$ cat config.mk
export PLATFORM = sky130hd
export DESIGN_NAME = cluster_clock_switch_ctrl
export DESIGN_NICKNAME = d
export VERILOG_FILES = /design/src/rtl/cluster_clock_pkg.sv /design/src/rtl/cluster_clock_sync.sv /design/src/rtl/cluster_clock_switch_ctrl.sv
export SDC_FILE = /design/constraint.sdc
export NUM_CORES = 1
export LEC_CHECK = 0
export BUFFER_PORTS_ARGS = -buffer_cell sky130_fd_sc_hd__buf_4
export CORE_MARGIN = 2
export CORE_UTILIZATION = 51
export CTS_BUF_LIST = sky130_fd_sc_hd__clkbuf_4 sky130_fd_sc_hd__clkbuf_8 sky130_fd_sc_hd__clkbuf_16
export DETAILED_ROUTE_END_ITERATION = 10
export HOLD_SLACK_MARGIN = 0.12
export PLACE_DENSITY = 0.71
export SKIP_LAST_GASP = 1
export SYNTH_ARGS = -nofsm -noshare
export SYNTH_HDL_FRONTEND = slang
export SYNTH_SLANG_ARGS = --single-unit
$ cat constraint.sdc
create_clock -name clk_i -period 1.8 [get_ports clk_i]
set_input_delay 0.45 -clock clk_i [delete_from_list [all_inputs] [get_ports clk_i]]
set_output_delay 0.45 -clock clk_i [all_outputs]
set_load 0.02 [all_outputs]
$ cat src/rtl/cluster_clock_pkg.sv
// Shared types and defaults for the cluster clock-source switch controller.
package cluster_clock_pkg;

    typedef enum logic [1:0] {
        ST_IDLE     = 2'd0,
        ST_GATE_OFF = 2'd1,
        ST_SETTLE   = 2'd2
    } ccs_state_e;

    localparam int unsigned GATE_CYCLES_DEF   = 32'd4;
    localparam int unsigned SETTLE_CYCLES_DEF = 32'd4;
    localparam int unsigned CNT_W             = 32'd8;

    // Counters run down to zero, so a phase of N cycles loads N-1.
    function automatic logic [CNT_W-1:0] load_cnt(input int unsigned cycles);
        return CNT_W'(cycles - 32'd1);
    endfunction

endpackage

$ cat src/rtl/cluster_clock_sync.sv
// Two-flop synchronizer for a single asynchronous control bit.
module cluster_clock_sync #(
    parameter logic RST_VAL = 1'b0
) (
    input  logic clk,
    input  logic rst_n,
    input  logic d,
    output logic q
);

    logic meta_r;

    // Capture stage followed by the resolved output stage.
    always_ff @(posedge clk or negedge rst_n) begin
        if (!rst_n) begin
            meta_r <= RST_VAL;
            q      <= RST_VAL;
        end else begin
            meta_r <= d;
            q      <= meta_r;
        end
    end

endmodule

$ cat src/rtl/cluster_clock_switch_ctrl.sv
// Glitch-free clock source switch sequencer: gate the clock, flip the mux
// select, let it settle, then re-enable the clock.
module cluster_clock_switch_ctrl
    import cluster_clock_pkg::*;
#(
    parameter int unsigned GATE_CYCLES   = GATE_CYCLES_DEF,
    parameter int unsigned SETTLE_CYCLES = SETTLE_CYCLES_DEF,
    parameter logic        RST_SEL       = 1'b0
) (
    input  logic clk_i,
    input  logic rst_ni,
    input  logic sel_i,
    output logic clk_sel_o,
    output logic clk_en_o,
    output logic busy_o,
    output logic done_o
);

    localparam logic [CNT_W-1:0] GATE_LOAD   = load_cnt(GATE_CYCLES);
    localparam logic [CNT_W-1:0] SETTLE_LOAD = load_cnt(SETTLE_CYCLES);

    logic             sel_s;
    ccs_state_e       state_r;
    logic [CNT_W-1:0] cnt_r;
    logic             target_r;

    cluster_clock_sync #(
        .RST_VAL (RST_SEL)
    ) u_sel_sync (
        .clk   (clk_i),
        .rst_n (rst_ni),
        .d     (sel_i),
        .q     (sel_s)
    );

    // Switch sequencer; every output is a flop written only here.
    always_ff @(posedge clk_i or negedge rst_ni) begin
        if (!rst_ni) begin
            state_r   <= ST_IDLE;
            cnt_r     <= {CNT_W{1'b0}};
            target_r  <= RST_SEL;
            clk_sel_o <= RST_SEL;
            clk_en_o  <= 1'b1;
            busy_o    <= 1'b0;
            done_o    <= 1'b0;
        end else begin
            done_o <= 1'b0;
            case (state_r)
                ST_IDLE: begin
                    if (sel_s != clk_sel_o) begin
                        state_r  <= ST_GATE_OFF;
                        clk_en_o <= 1'b0;
                        busy_o   <= 1'b1;
                        target_r <= sel_s;
                        cnt_r    <= GATE_LOAD;
                    end
                end
                ST_GATE_OFF: begin
                    if (cnt_r == {CNT_W{1'b0}}) begin
                        state_r   <= ST_SETTLE;
                        clk_sel_o <= target_r;
                        cnt_r     <= SETTLE_LOAD;
                    end else begin
                        cnt_r <= cnt_r - {{(CNT_W-1){1'b0}}, 1'b1};
                    end
                end
                ST_SETTLE: begin
                    if (cnt_r == {CNT_W{1'b0}}) begin
                        state_r  <= ST_IDLE;
                        clk_en_o <= 1'b1;
                        busy_o   <= 1'b0;
                        done_o   <= 1'b1;
                    end else begin
                        cnt_r <= cnt_r - {{(CNT_W-1){1'b0}}, 1'b1};
                    end
                end
                default: begin
                    // Unreachable encoding: recover to a safe, clock-enabled idle.
                    state_r  <= ST_IDLE;
                    cnt_r    <= {CNT_W{1'b0}};
                    clk_en_o <= 1'b1;
                    busy_o   <= 1'b0;
                end
            endcase
        end
    end

endmodule
==> metrics.txt <==
Synth top cells by count dfrtp_1, a21oi_1, nor2_1; Netlist cell types 37; pwr dens 1650 mW/mm2; status complete, no violations; count leader, synth dfrtp_1; placed insts 114; WHS Endpoint u_sel_sync.meta_r$_DFF_PN0_; via count 738; CP endpoint kind flop; Fin. Hold Viols 0; FMAX 0.577 GHz; leading area contributor after synthesis dfrtp_1; io pins 7; H-tree levels 1; die height 45.7 um; clock root cell clkbuf_4; Pleak 0.474 nW; Final Cell Area 0.00111 mm2; Diodes inserted 0; post-synth net total 93; Startpoint Class flop; core footprint 0.00169 mm2; Final Cycle Share 96.3%; I/O Buffers 6; met2 routed WL 958 um; fillcell total 148; largest net degree at the start of global routing 18; post-route ant nets 0; Max-Slew Margin vs Limit 70.7%; Final Critical Period 1730 ps; fraction of layout cells with a size suffix above 1 34.9%; Max Used Layer met4; Hold Path Cell Cnt 1; TritonCTS Buffers 3; CP Class flop to flop; CTS tree yes; min-delay worst type primary input to flop; worst slack, placed -40.5 ps; Post-DP Area 980 um2; max cap viols 0; First-pass DRT Iterations 4; total track usage 19.5%; power consumption 0.00184 W; worst r2r dst cnt_r[4]$_DFFE_PN0P_; RSZ-0062 raised after global routing yes; sequential fraction of the synthesis area 48.1%; post-route insts no fill 123; GRT overflow 0; Syn Area/Cell 10.1 um2; HP Start sel_i; Area contributors post-synth dfrtp_1, a21oi_1, nor2_1, o21ai_0, dfstp_2; final setup violation count 0; Yosys top cell area share 45.1%; Die W 45.7 um; ys async rst share 100%; DRC viols 0; worst skew pair latency 300 ps; Register-to-Register Path Depth 6; worst slew pin tran 437 ps; Mapped Area 887 um2; antenna violations before repair 0; crit-path max FO 6; metal3 WL 51 um; number of synthesized register bits 17; Crit path arrival time 1960 ps; Longest Clk Path Bufs 2; Reg clk slew, reported paths 100 ps; drt initial violations 9; Worst EP required 2030 ps; hpwl dp 1260 um; site row count 15; Synth Instances 88; Layout Skew 8.84 ps; area delta synth->final 25.7%; reg2reg start cnt_r[0]$_DFFE_PN0P_; vias per cell 6.00; Post-synth EDFFs 0; vias in the first global route 718; DRT met1 WL 751 um; die footprint 0.00209 mm2; fin. max-slew vios 0; Top FF cell, synth dfrtp_1; # nets final 112; Ys Warns 0; gpl congestion 0.818; Starting Density 52.5%; FF-to-FF setup slack 70 ps; routed wire length 1830 um; worst vdd ir 809 uV; fin worst setup slack 66.3 ps; CTS Sinks 17; global-route wire length before repair 2930 um; Routed wire per std cell 14.9 um
critical path, stage by stage, from the launching register on:
cell and delay, ps:
dfrtp_1 370, inv_2 60, ha_4 150, nor3b_4 150, and4b_2 270, or4b_1 530
a21oi_1 150
state kept, by name, summed over array words and instances, names as in the netlist:
name               cells
u_sel_sync.meta_r      1
u_sel_sync.q           1
state_r                2
cnt_r                  8
busy_o                 1
target_r               1
clk_en_o               1
clk_sel_o              1
done_o                 1
routing by layer:
layer  GRT usage, %  vias to the layer above
met4           10.9                        0
met1           23.2                      354
met2           33.8                       14
met3           2.38                        9
met5              0                        -
li1               -                      361
power by group:
part	leakage, nW	total, W	internal [W]	switching (W)
registers	0.203	0.000650	0.000512	0.000138
logic	0.253	0.000971	0.000485	0.000487
clock network	0.0184	0.000219	0.000101	0.000117
what timing repair did:
item                                    4_1_cts  5_1_grt
hold buffers                                  1        0
resized for setup                             2       17
buffers inserted                              3        1
endpoints found under the setup margin        6        8
hold endpoints to repair                     16        0
pin swaps                                     2        5
cell families after synthesis:
kind of cell	Yosys count	synth area share [%]
mux	2	2.40
fa+ha+maj	3	3.95
buf+inv	7	3.81
xor+xnor	2	1.97
simple gates	29	19.5
flops	17	48.1
compound gates	28	20.3
how the worst max path moves through the flow:
| stage | cells past startpoint | startpoint | endpoint |
|---|---|---|---|
| 2_1_floorplan | 7 | cnt_r[0]$_DFFE_PN0P_ | cnt_r[4]$_DFFE_PN0P_ |
| 3_3_place_gp | 6 | cnt_r[0]$_DFFE_PN0P_ | cnt_r[4]$_DFFE_PN0P_ |
| 3_5_place_dp | 6 | cnt_r[0]$_DFFE_PN0P_ | cnt_r[4]$_DFFE_PN0P_ |
| 4_1_cts | 6 | cnt_r[0]$_DFFE_PN0P_ | cnt_r[6]$_DFFE_PN0P_ |
| 5_1_grt | 6 | cnt_r[1]$_DFFE_PN0P_ | cnt_r[4]$_DFFE_PN0P_ |
| 6_report | 6 | cnt_r[0]$_DFFE_PN0P_ | cnt_r[4]$_DFFE_PN0P_ |
placed cells by master (no fill, tap or decap), types with 2 or more instances in the layout:
master and instances:
buf_4 16, dfrtp_1 15, nor2_1 8, a21oi_1 7, o21ai_0 6, clkbuf_4 4
nand2_1 3, inv_2 2, o31ai_1 2, inv_1 2, a21oi_2 2, nand3_1 2
a22oi_1 2, or3_1 2
cell type report:
type                            instances  area, um2  share of cell area [%]
Sequential cell                        17        428                    38.4
Multi-Input combinational cell         64        490                    44.0
Timing Repair Buffer                   17        130                    11.7
Tap cell                               17       21.3                    1.91
Inverter                                4       15.0                    1.35
Clock buffer                            4       30.0                    2.69
per-stage QoR:
stage                     util, %  setup TNS (ps)  hold WS, ps
after global routing         66.0           -13.6          243
after global placement       58.0               0          325
after floorplan                 -               0          154
after detailed placement     58.0            -134          327
final                        66.0               0          262
after CTS                    61.9           -6.96          250
Power figures use the tool's default switching activity.
